**config.mk**
```make
export PLATFORM = sky130hd
export DESIGN_NAME = uart_tx_regs
export DESIGN_NICKNAME = d
export VERILOG_FILES = /design/src/rtl/uart_tx_regs.sv
export SDC_FILE = /design/constraint.sdc
export NUM_CORES = 1
export LEC_CHECK = 0
export BUFFER_PORTS_ARGS = -buffer_cell sky130_fd_sc_hd__buf_2
export CORE_MARGIN = 2
export CORE_UTILIZATION = 50
export DETAILED_ROUTE_END_ITERATION = 12
export PLACE_DENSITY = 0.75
export SLEW_MARGIN = 25
export SYNTH_ARGS = -nofsm -noshare
export SYNTH_HDL_FRONTEND = slang
export SYNTH_SLANG_ARGS = --single-unit
```
**constraint.sdc**
```tcl
create_clock -name clk -period 2.9 [get_ports clk]
set_input_delay 0.29 -clock clk [delete_from_list [all_inputs] [get_ports clk]]
set_output_delay 0.29 -clock clk [all_outputs]
set_load 0.05 [all_outputs]
```
**src/rtl/uart_tx_regs.sv**
```systemverilog
// Memory-mapped 8N1 UART transmitter: CTRL/STATUS/DIV/TXDATA registers,
// a 4-entry byte FIFO and a start/data/stop shift FSM driving tx_pin.
module uart_tx_regs #(
    parameter logic [31:0] BASE_ADDR   = 32'h3000_0000,
    parameter logic [15:0] DEFAULT_DIV = 16'd434
) (
    input  logic        clk,
    input  logic        rst,
    input  logic        req_i,
    input  logic        we_i,
    input  logic [31:0] addr_i,
    input  logic [31:0] data_i,
    output logic [31:0] data_o,
    output logic        tx_pin
);

    typedef enum logic [1:0] {IDLE, START, DATA, STOP} state_t;

    state_t      state;
    logic        tx_en;
    logic        ovf;
    logic [15:0] div_reg;

    logic [7:0]  fifo_mem [4];
    logic [1:0]  wr_ptr;
    logic [1:0]  rd_ptr;
    logic [2:0]  count;
    logic        avail_q;

    logic [7:0]  shift;
    logic [2:0]  bit_cnt;
    logic [15:0] timer;
    logic [15:0] reload;

    logic        sel;
    logic [3:0]  offset;
    logic        wr_ctrl, wr_status, wr_div, wr_txdata;
    logic        full, empty, busy, push, pop;
    logic        unused_data;

    // Offsets at or above 0x10 inside the window are unmapped, not aliases.
    assign sel       = req_i && (addr_i[31:28] == BASE_ADDR[31:28])
                             && (addr_i[27:4] == BASE_ADDR[27:4]);
    assign offset    = addr_i[3:0];
    assign wr_ctrl   = sel && we_i && (offset == 4'h0);
    assign wr_status = sel && we_i && (offset == 4'h4);
    assign wr_div    = sel && we_i && (offset == 4'h8);
    assign wr_txdata = sel && we_i && (offset == 4'hC);

    assign full  = (count == 3'd4);
    assign empty = (count == 3'd0);
    assign busy  = !empty || (state != IDLE);
    assign push  = wr_txdata && !full;
    assign pop   = (state == IDLE) && tx_en && avail_q && !empty;

    assign unused_data = ^data_i[31:16];

    always_ff @(posedge clk) begin
        if (rst) begin
            tx_en   <= 1'b0;
            div_reg <= DEFAULT_DIV;
            ovf     <= 1'b0;
        end else begin
            if (wr_ctrl)
                tx_en <= data_i[0];
            if (wr_div)
                div_reg <= (data_i[15:0] < 16'd2) ? 16'd2 : data_i[15:0];
            if (wr_txdata && full)
                ovf <= 1'b1;
            else if (wr_status && data_i[2])
                ovf <= 1'b0;
        end
    end

    // avail_q lags the occupancy by a cycle, giving a fresh byte one IDLE
    // evaluation cycle before its start bit.
    always_ff @(posedge clk) begin
        if (rst) begin
            wr_ptr  <= 2'd0;
            rd_ptr  <= 2'd0;
            count   <= 3'd0;
            avail_q <= 1'b0;
        end else begin
            if (push) begin
                fifo_mem[wr_ptr] <= data_i[7:0];
                wr_ptr           <= wr_ptr + 2'd1;
            end
            if (pop)
                rd_ptr <= rd_ptr + 2'd1;
            case ({push, pop})
                2'b10:   count <= count + 3'd1;
                2'b01:   count <= count - 3'd1;
                default: count <= count;
            endcase
            avail_q <= !empty;
        end
    end

    always_ff @(posedge clk) begin
        if (rst) begin
            state   <= IDLE;
            tx_pin  <= 1'b1;
            shift   <= 8'd0;
            bit_cnt <= 3'd0;
            timer   <= 16'd0;
            reload  <= 16'd0;
        end else begin
            case (state)
                IDLE: begin
                    tx_pin <= 1'b1;
                    if (pop) begin
                        shift   <= fifo_mem[rd_ptr];
                        reload  <= div_reg;
                        timer   <= div_reg - 16'd1;
                        bit_cnt <= 3'd0;
                        tx_pin  <= 1'b0;
                        state   <= START;
                    end
                end
                START: begin
                    if (timer == 16'd0) begin
                        timer  <= reload - 16'd1;
                        tx_pin <= shift[0];
                        state  <= DATA;
                    end else begin
                        timer <= timer - 16'd1;
                    end
                end
                DATA: begin
                    if (timer == 16'd0) begin
                        timer <= reload - 16'd1;
                        if (bit_cnt == 3'd7) begin
                            tx_pin <= 1'b1;
                            state  <= STOP;
                        end else begin
                            bit_cnt <= bit_cnt + 3'd1;
                            shift   <= shift >> 1;
                            tx_pin  <= shift[1];
                        end
                    end else begin
                        timer <= timer - 16'd1;
                    end
                end
                STOP: begin
                    if (timer == 16'd0) begin
                        tx_pin <= 1'b1;
                        state  <= IDLE;
                    end else begin
                        timer <= timer - 16'd1;
                    end
                end
                default: begin
                    tx_pin <= 1'b1;
                    state  <= IDLE;
                end
            endcase
        end
    end

    always_comb begin
        data_o = 32'd0;
        if (sel && !we_i) begin
            case (offset)
                4'h0:    data_o = {31'd0, tx_en};
                4'h4:    data_o = {29'd0, ovf, full, busy};
                4'h8:    data_o = {16'd0, div_reg};
                default: data_o = 32'd0;
            endcase
        end
    end

endmodule

```
==> results.py, run 1 <==
metrics = {
    "layout": {
        "finalNonFillerCells": 830,
        "top_register": "fifo_mem",
        "nNetsFinal": 765,
        "nFillCells": 972,
        "n_antenna_cell": 0,
        "fin_util_pct": 57.2,
        "largest_reg_flops": 32,
        "areaGrowthSynthToFinish_pct": 12.3,
        "drive_above_1_share_pct": 18.2,
    },
    "run_status": {
        "outcome": "finished clean",
    },
    "logic_synthesis": {
        "synth_top_area_share_pct": 25.7,
        "synth_area_um2": 5770,
        "async_flop_share_pct": 0,
        "ys_seq_elements": 106,
        "yosys_warnings": 0,
        "synthTopCellsByCount": "dfxtp_1 (74), nand2_1 (63), nor2_1 (58), a21oi_1 (41), clkbuf_1 (33)",
        "synth_flop_cell": "dfxtp_1",
        "synth_edf_count": 32,
        "syn_area_per_cell_um2": 9.19,
        "syn_inst": 628,
        "yosysMostFrequentCell": "dfxtp_1",
        "synth_cell_types": 66,
        "netlist_top_cells_area": "dfxtp_1 (26%), edfxtp_1 (17%), nand2_1 (4.1%)",
        "ys_seq_area_share_pct": 42.3,
        "post-synth-top-area-cell": "dfxtp_1",
    },
    "timing": {
        "hold_viol_final": 0,
        "fmax_ghz": 0.381,
        "worstMarginPinSlew_ns": 0.612,
        "slew_headroom_pct": 59.2,
        "skew_ns": 0.00852,
        "setup_viol": 0,
        "maxSlewViolCount": 0,
        "setup_slack_ns": 0.277,
        "fin_crit_sh_pct": 90.4,
        "fin_setup_tns_ns": 0,
        "period_needed_ns": 2.62,
        "rsz0062_at_grt": "no",
    },
    "drt": {
        "first_pass_iters": 5,
        "drt_wl_total_mm": 14.3,
        "ant_nets": 0,
        "drt_iter0_markers": 334,
        "wire_per_inst_um": 17.2,
        "vias": 4925,
        "vias_per_cell": 5.93,
        "drc_errors": 0,
    },
    "floorplanning": {
        "initial_core_util_pct": 51.0,
        "io_pins": 101,
        "dieArea_um2": 12400,
        "core_um2": 11300,
        "die_w_um": 111,
        "fp-row-count": 39,
        "die_h_um": 111,
    },
    "worst_setup_path": {
        "end_kind": "flip-flop",
        "critPathKind": "flip-flop to flip-flop",
        "crit_chain": "inv_1 > ha_1 > or4b_1 > buf_4 > nor4_1 > buf_4 > o21bai_1 > a21oi_1 > mux2i_1 > nor2_1",
        "worstPathRequired_ns": 3.12,
        "r2r_cells": 10,
        "critPathMaxStageDelay_ns": 0.48,
        "cp_num_buf_inv": 3,
        "cp_top_family": "simple AND/OR/NAND/NOR gates",
        "crit_top_cell": "buf_4",
        "slowest_stage": "or4b_1",
        "r2r_slack_ns": 0.28,
        "start_kind": "flip-flop",
        "r2r-end": "state[1]",
        "arrival_ns": 2.84,
        "timing.rr.start": "timer[0]",
        "crit_fanout": 8,
    },
    "place": {
        "gp_congestion": 0.963,
        "dpl.hpwl_mm": 10.5,
        "dp.cells": 814,
        "pre_cts_slack_ns": 0.0288,
        "port_buffers": 68,
    },
    "global_routing": {
        "antenna_found_initial": 0,
        "grt_max_degree": 54,
        "grt_pass1_vias": 4820,
        "grt_usage_pct": 23.5,
        "grt-ovfl-total": 0,
        "grt_pass1_wl_mm": 23.8,
    },
    "clock_tree": {
        "htree_levels": 3,
        "cts_root_buffer": "clkbuf_16",
        "cts_setup_buffers": 0,
        "insertion_delay_ns": 0.35,
        "cts_buffers": 9,
        "clockBufferDepth": 2,
        "post_cts_resized": 0,
        "clk_pin_slew_ns": 0.08,
        "cts_tree": "done",
        "cts_sinks": 106,
        "holdBufCountCts": 0,
    },
    "hold_path": {
        "holdPathEnd": "div_reg[8]",
        "hold_class": "input port to flip-flop",
        "hp-start": "data_i[8]",
        "holdPathStages": 3,
    },
    "power": {
        "report.power.total_mw": 5.41,
        "power_density_nw_per_um2": 835,
        "ir_drop_mv": 0.478,
        "power_leakage_nw": 2.54,
    },
    "flow_run": {
        "timing.max_cap.violations": 0,
    },
}
==> kinds of logic after synthesis <==
kind of cell,after synthesis,share of synthesized area [%]
AO/OA/AOI/OAI,130,15.1
multiplexers,25,6.07
other,1,0.0650
buffers and inverters,78,6.61
flip-flops,106,42.3
XOR/XNOR,39,5.92
adder cells (fa/ha/maj),15,3.38
AND/OR/NAND/NOR,234,20.5
==> layer usage <==
metal / track usage, % / up-vias / share of wire, %
met1: 29.6 / 2323 / 42
li1: - / 2374 / -
met5: 0 / - / 0
met3: 4.30 / 30 / 6.2
met4: 9.30 / 0 / 2.9
met2: 40.1 / 198 / 49
==> worst register-to-register path, cell delays in order, from the launching register on <==
cell and delay [ns]:
dfxtp_1 0.37, inv_1 0.08, ha_1 0.20, or4b_1 0.48, buf_4 0.19, nor4_1 0.36, buf_4 0.22, o21bai_1 0.09
a21oi_1 0.20, mux2i_1 0.24, nor2_1 0.06
==> stage by stage <==
stage | hold slack [ns] | cell area, um2
after floorplan | 0.389 | 5830
after global placement | 0.461 | 6170
after detailed placement | 0.475 | 6170
after CTS | 0.163 | 6480
after global routing | 0.178 | 6480
final | 0.188 | 6480
==> final cells by class <==
cell class	count	area [um2]	area share (%)
clock buffer	9	225	3.48
clock inverter	7	78.8	1.22
inverter	20	75.1	1.16
multi-input combinational	459	3000	46.3
sequential	106	2440	37.7
tap	143	179	2.76
timing repair buffer	86	475	7.34
==> placed cells by master, fill, tap and decap left out, types with 18 or more instances in the layout <==
cell type	instances
dfxtp_1	74
buf_2	68
nand2_1	63
nor2_1	58
a21oi_1	41
edfxtp_1	32
nor4_1	24
xnor2_1	22
o21ai_0	20
inv_1	20
nor3_1	18
buf_4	18
==> power by group <==
group	internal (mW)	switching (mW)
Combinational	0.898	1.50
Sequential	1.64	0.123
Clock	0.624	0.626
Total	3.16	2.25
==> worst max-delay path by stage <==
stage	end	slack [ns]	from	cells past startpoint
after floorplan	count[2]	0.12	state[0]	14
after global placement	fifo_mem[1][5]	0.15	addr_i[31]	8
after detailed placement	fifo_mem[1][5]	0.03	addr_i[5]	8
after CTS	state[1]	0.28	timer[0]	10
after global routing	state[1]	0.0006	timer[0]	10
final	state[1]	0.28	timer[0]	10
No activity file was read; power rests on OpenSTA's default activity.
==> run 2, diff against run 1 <==
--- a/config.mk
+++ b/config.mk
@@ -6,10 +6,10 @@
 export NUM_CORES = 1
 export LEC_CHECK = 0
 export BUFFER_PORTS_ARGS = -buffer_cell sky130_fd_sc_hd__buf_2
-export CORE_MARGIN = 2
 export CORE_UTILIZATION = 50
 export DETAILED_ROUTE_END_ITERATION = 12
 export PLACE_DENSITY = 0.75
+export REMOVE_ABC_BUFFERS = 1
 export SLEW_MARGIN = 25
 export SYNTH_ARGS = -nofsm -noshare
 export SYNTH_HDL_FRONTEND = slang
==> constraint.sdc (replaced) <==
create_clock -name clk -period 2.9 [get_ports clk]
set_input_delay 0.145 -clock clk [delete_from_list [all_inputs] [get_ports clk]]
set_output_delay 0.145 -clock clk [all_outputs]
set_load 0.05 [all_outputs]
==> run 2 against run 1 <==
- utilization up 1.3 points
- via count up 1.3%
- combinational power rose by 3%
- critical path type unchanged
==> results.py, run 2 (synthesized netlist as in run 1, its figures left out) <==
metrics = {
    "run_status": {
        "outcome": "finished clean",
    },
    "global_routing": {
        "antenna_found_initial": 0,
        "grt_max_degree": 58,
        "grt_pass1_vias": 4611,
        "grt_pass1_wl_mm": 22.4,
        "grt_usage_pct": 24.3,
        "grt-ovfl-total": 0,
    },
    "clock_tree": {
        "cts_buffers": 9,
        "cts_tree": "done",
        "insertion_delay_ns": 0.36,
        "post_cts_resized": 0,
        "holdBufCountCts": 0,
        "clk_pin_slew_ns": 0.08,
        "htree_levels": 3,
        "cts_setup_buffers": 0,
        "cts_sinks": 106,
        "clockBufferDepth": 2,
        "cts_root_buffer": "clkbuf_16",
    },
    "floorplanning": {
        "fp-row-count": 38,
        "io_pins": 101,
        "core_um2": 11000,
        "initial_core_util_pct": 52.3,
        "die_w_um": 109,
        "die_h_um": 109,
        "dieArea_um2": 12000,
    },
    "worst_setup_path": {
        "crit_fanout": 8,
        "timing.rr.start": "timer[1]",
        "crit_top_cell": "nor3_1",
        "start_kind": "flip-flop",
        "critPathMaxStageDelay_ns": 0.47,
        "worstPathRequired_ns": 3.19,
        "r2r-end": "bit_cnt[0]",
        "end_kind": "flip-flop",
        "arrival_ns": 3.03,
        "r2r_cells": 9,
        "r2r_slack_ns": 0.16,
        "crit_chain": "inv_1 > ha_1 > or4b_1 > buf_4 > nor3_1 > nand2_1 > nor3_1 > mux2i_1 > nor2_1",
        "critPathKind": "flip-flop to flip-flop",
        "slowest_stage": "or4b_1",
    },
    "timing": {
        "fmax_ghz": 0.365,
        "setup_viol": 0,
        "fin_setup_tns_ns": 0,
        "slew_headroom_pct": 53.1,
        "setup_slack_ns": 0.161,
        "period_needed_ns": 2.74,
        "hold_viol_final": 0,
        "rsz0062_at_grt": "no",
        "skew_ns": 0.00576,
        "fin_crit_sh_pct": 94.4,
        "maxSlewViolCount": 0,
        "worstMarginPinSlew_ns": 0.697,
    },
    "layout": {
        "areaGrowthSynthToFinish_pct": 11.9,
        "final_common_cell": "dfxtp_1",
        "drive_above_1_share_pct": 17.8,
        "largest_reg_flops": 32,
        "final_cell_mix": "dfxtp_1 (74), buf_2 (68), nand2_1 (63)",
        "finalNonFillerCells": 824,
        "nNetsFinal": 762,
        "top_register": "fifo_mem",
        "n_antenna_cell": 0,
    },
    "drt": {
        "vias_per_cell": 6.06,
        "top_layer_used": "met4",
        "first_pass_iters": 5,
        "wirelength_met1_mm": 5.98,
        "vias": 4991,
        "wl_met3_mm": 1.19,
        "wire_per_inst_um": 17.0,
        "drt_wl_total_mm": 14.0,
        "ant_nets": 0,
        "drc_errors": 0,
        "drt_iter0_markers": 361,
        "route.met2.wl_mm": 6.53,
    },
    "place": {
        "dpl.hpwl_mm": 9.98,
        "gp_congestion": 0.935,
        "port_buffers": 68,
        "dp.cells": 808,
        "pre_cts_slack_ns": 0.0909,
    },
    "power": {
        "power_leakage_nw": 2.52,
        "ir_drop_mv": 0.649,
        "power_density_nw_per_um2": 846,
    },
    "flow_run": {
        "timing.max_cap.violations": 0,
    },
    "hold_path": {
        "hold_class": "input port to flip-flop",
        "hp-start": "rst",
        "holdPathEnd": "wr_ptr[0]",
        "holdPathStages": 2,
    },
}
## run 2: cell count changes in the layout (fill, tap and decap cells not counted)
cell and delta:
inv_8 -2, inv_6 +1, buf_4 -3, clkinv_8 +1
## run 2: metal layers
layer	global-route usage, %	vias up
met5	0	-
met4	8.95	0
met3	4.68	26
met2	38.8	258
met1	32.8	2359
li1	-	2348
## run 2: power by group
group	leakage, nW	internal [mW]	total [mW]	switching, mW
logic	1.49	0.873	2.46	1.59
clock network	0.150	0.622	1.24	0.621
registers	0.884	1.64	1.76	0.122
total	2.52	3.13	5.46	2.33
## run 2: per-stage QoR
step           hold WS (ns)  total power, mW  util (%)  area, um2
4_1_cts             0.00742             5.38      58.5       6450
5_1_grt              0.0214             5.71      58.5       6450
3_5_place_dp          0.388             4.13      55.7       6150
2_1_floorplan         0.210             3.43         -       5520
6_report            0.00851             5.46      58.5       6450
3_3_place_gp          0.374             4.08      55.7       6150
## run 2: worst max-delay path by stage
stage	from	endpoint	slack, ns	depth (start not counted)
3_5_place_dp	addr_i[31]	count[1]	0.09	11
6_report	timer[1]	bit_cnt[0]	0.16	9
2_1_floorplan	state[0]	count[2]	-0.45	11
5_1_grt	timer[1]	bit_cnt[2]	0.0003	9
4_1_cts	timer[1]	bit_cnt[1]	0.22	9
3_3_place_gp	addr_i[31]	count[2]	0.18	11
## run 2: final cells by class
cell class	instances	area, um2
clock buffers	9	225
clock inverters	7	81.3
fillers	958	4580
inverters	20	75.1
multi-input cells	459	3000
flip-flops and latches	106	2440
well taps	140	175
repair buffers	83	453
## run 2: critical path, delay by kind of cell, from the launching register on
kind          cells  cell delay [ns]
fa+ha+maj         1             0.19
flops             1             0.37
simple gates      5             1.73
buf+inv           2             0.26
mux               1             0.13
==> run 3, diff against run 2 <==
--- a/config.mk
+++ b/config.mk
@@ -5,7 +5,8 @@
 export SDC_FILE = /design/constraint.sdc
 export NUM_CORES = 1
 export LEC_CHECK = 0
-export BUFFER_PORTS_ARGS = -buffer_cell sky130_fd_sc_hd__buf_2
+export BUFFER_PORTS_ARGS = -buffer_cell sky130_fd_sc_hd__clkbuf_2
+export CAP_MARGIN = 20
 export CORE_UTILIZATION = 50
 export DETAILED_ROUTE_END_ITERATION = 12
 export PLACE_DENSITY = 0.75
==> run 3 against run 2 <==
- count of clock-buffer cells in the layout stayed put
- largest cell class unchanged
- worst hold slack better by 0.029 ns
- register-to-register slack better by 0.07 ns
- sequential share of layout area is 0.059 points higher
- global-route usage is 0.28 points lower
- largest power group unchanged
==> results.py, run 3 (synthesized netlist as in run 1, its figures left out) <==
metrics = {
    "power": {
        "power_leakage_nw": 2.51,
        "clock_power_share_pct": 22.2,
        "internal_power_mw": 3.15,
        "power_density_nw_per_um2": 834,
        "netSwitchingFraction_pct": 41.5,
        "switchingPower_mw": 2.23,
        "seq_power_share_pct": 32.6,
        "ir_drop_mv": 0.633,
        "pwr-share-comb_pct": 45.1,
    },
    "worst_setup_path": {
        "end_kind": "flip-flop",
        "start_kind": "flip-flop",
        "critPathKind": "flip-flop to flip-flop",
        "r2r_slack_ns": 0.23,
        "cp-startpoint": "timer[1]",
        "r2r_cells": 10,
        "crit_chain": "inv_1 > ha_1 > or4b_1 > buf_4 > nor3_1 > a31oi_1 > buf_4 > nand3_1 > o211ai_1 > a21oi_1",
        "crit_fanout": 11,
        "cp_top_family": "simple AND/OR/NAND/NOR gates",
        "timing.rr.start": "timer[1]",
        "arrival_ns": 2.95,
        "crit_top_cell": "buf_4",
        "slowest_stage": "or4b_1",
        "r2r-end": "timer[5]",
        "critPathMaxStageDelay_ns": 0.50,
        "cp_num_buf_inv": 3,
        "worstPathRequired_ns": 3.18,
    },
    "floorplanning": {
        "core_um2": 11000,
        "die_w_um": 109,
        "dieArea_um2": 12000,
        "die_h_um": 109,
        "fp-row-count": 38,
        "io_pins": 101,
        "initial_core_util_pct": 52.3,
    },
    "global_routing": {
        "use_met3_pct": 4.15,
        "grt_pass1_vias": 4508,
        "grt_usage_pct": 24.0,
        "antenna_found_initial": 0,
        "met1_usage_pct": 32.7,
        "met2_usage_pct": 39.0,
        "grt_max_degree": 34,
        "gr-max-usage-layer": "met2",
        "grt-ovfl-total": 0,
        "grt_pass1_wl_mm": 22.2,
    },
    "drt": {
        "vias_per_cell": 5.98,
        "drt_wl_total_mm": 13.7,
        "first_pass_iters": 5,
        "vias": 4932,
        "wire_per_inst_um": 16.6,
        "ant_nets": 0,
        "drt_iter0_markers": 289,
        "drc_errors": 0,
    },
    "timing": {
        "hold_viol_final": 0,
        "maxSlewViolCount": 0,
        "skew_ns": 0.00905,
        "rsz0062_at_grt": "no",
        "setup_slack_ns": 0.232,
        "slew_headroom_pct": 38.6,
        "fin_crit_sh_pct": 92.0,
        "setup_viol": 0,
        "period_needed_ns": 2.67,
        "worstMarginPinSlew_ns": 0.917,
        "fin_hold_ws_ns": 0.0373,
        "fmax_ghz": 0.375,
    },
    "clock_tree": {
        "clk_pin_slew_ns": 0.08,
        "cts_tree": "done",
        "cts_setup_buffers": 0,
        "post_cts_resized": 0,
        "clockBufferDepth": 2,
        "htree_levels": 3,
        "insertion_delay_ns": 0.36,
        "holdBufCountCts": 0,
        "cts_root_buffer": "clkbuf_16",
        "cts_sinks": 106,
        "cts_buffers": 9,
    },
    "layout": {
        "final_cell_mix": "dfxtp_1 (74), clkbuf_2 (68), nand2_1 (63)",
        "n_antenna_cell": 0,
        "nNetsFinal": 763,
        "top_register": "fifo_mem",
        "finalNonFillerCells": 825,
        "areaGrowthSynthToFinish_pct": 11.7,
        "fin_util_pct": 58.4,
        "final_common_cell": "dfxtp_1",
        "postLayoutCellArea_um2": 6440,
        "largest_reg_flops": 32,
        "drive_above_1_share_pct": 18.0,
    },
    "run_status": {
        "outcome": "finished clean",
    },
    "place": {
        "dpl.hpwl_mm": 9.98,
        "dpl_cell_area_um2": 6160,
        "pre_cts_slack_ns": 0.106,
        "dp.cells": 809,
        "port_buffers": 68,
        "gp_congestion": 0.907,
    },
    "hold_path": {
        "holdPathEnd": "div_reg[8]",
        "holdPathStages": 3,
        "hold_class": "input port to flip-flop",
        "hp-start": "data_i[8]",
    },
    "flow_run": {
        "timing.max_cap.violations": 0,
    },
}
==> run 3: changes by cell type in the layout (fill, tap and decap cells not counted) <==
cell,delta
buf_2,-68
clkbuf_2,+68
clkinvlp_4,+2
buf_4,+1
clkinv_4,-1
clkinv_8,-1
inv_12,-1
inv_6,+1
==> run 3: cell type report <==
class / count / area (um2)
fill: 935 / 4590
multi-input combinational: 459 / 3000
sequential: 106 / 2440
timing repair buffer: 84 / 460
clock buffer: 9 / 225
tap: 140 / 175
inverter: 20 / 75.1
clock inverter: 7 / 63.8
==> run 3: metal layers <==
layer  wire length [um]  vias up
li1                   -     2361
met1               6030     2337
met2               6470      212
met3                930       22
met4                227        0
met5                  0        -
==> run 3: power groups by stage <==
stage / sequential [mW] / combinational, mW / clock (mW)
floorplan: 1.77 / 1.67 / 0
global placement: 1.78 / 2.35 / 0
detailed placement: 1.78 / 2.37 / 0
CTS: 1.75 / 2.39 / 1.21
global route: 1.77 / 2.64 / 1.27
finish: 1.75 / 2.43 / 1.20
==> run 3: worst max path at each step <==
stage               end  cells past startpoint
2_1_floorplan  count[2]                     11
3_3_place_gp   count[2]                     11
3_5_place_dp   count[2]                     11
4_1_cts        timer[5]                     10
5_1_grt        timer[5]                     10
6_report       timer[5]                     10
==> run 3: worst min-delay path: cells and delay by family <==
family / cells / cell delay (ns)
buf+inv: 1 / 0.10
simple gates: 1 / 0.06
mux: 1 / 0.06
==> run 3: stage by stage <==
stage                     power (mW)  setup TNS (ns)
after floorplan                 3.43          -0.651
after global placement          4.13               0
after detailed placement        4.15               0
after CTS                       5.35               0
after global routing            5.67               0
final                           5.37               0
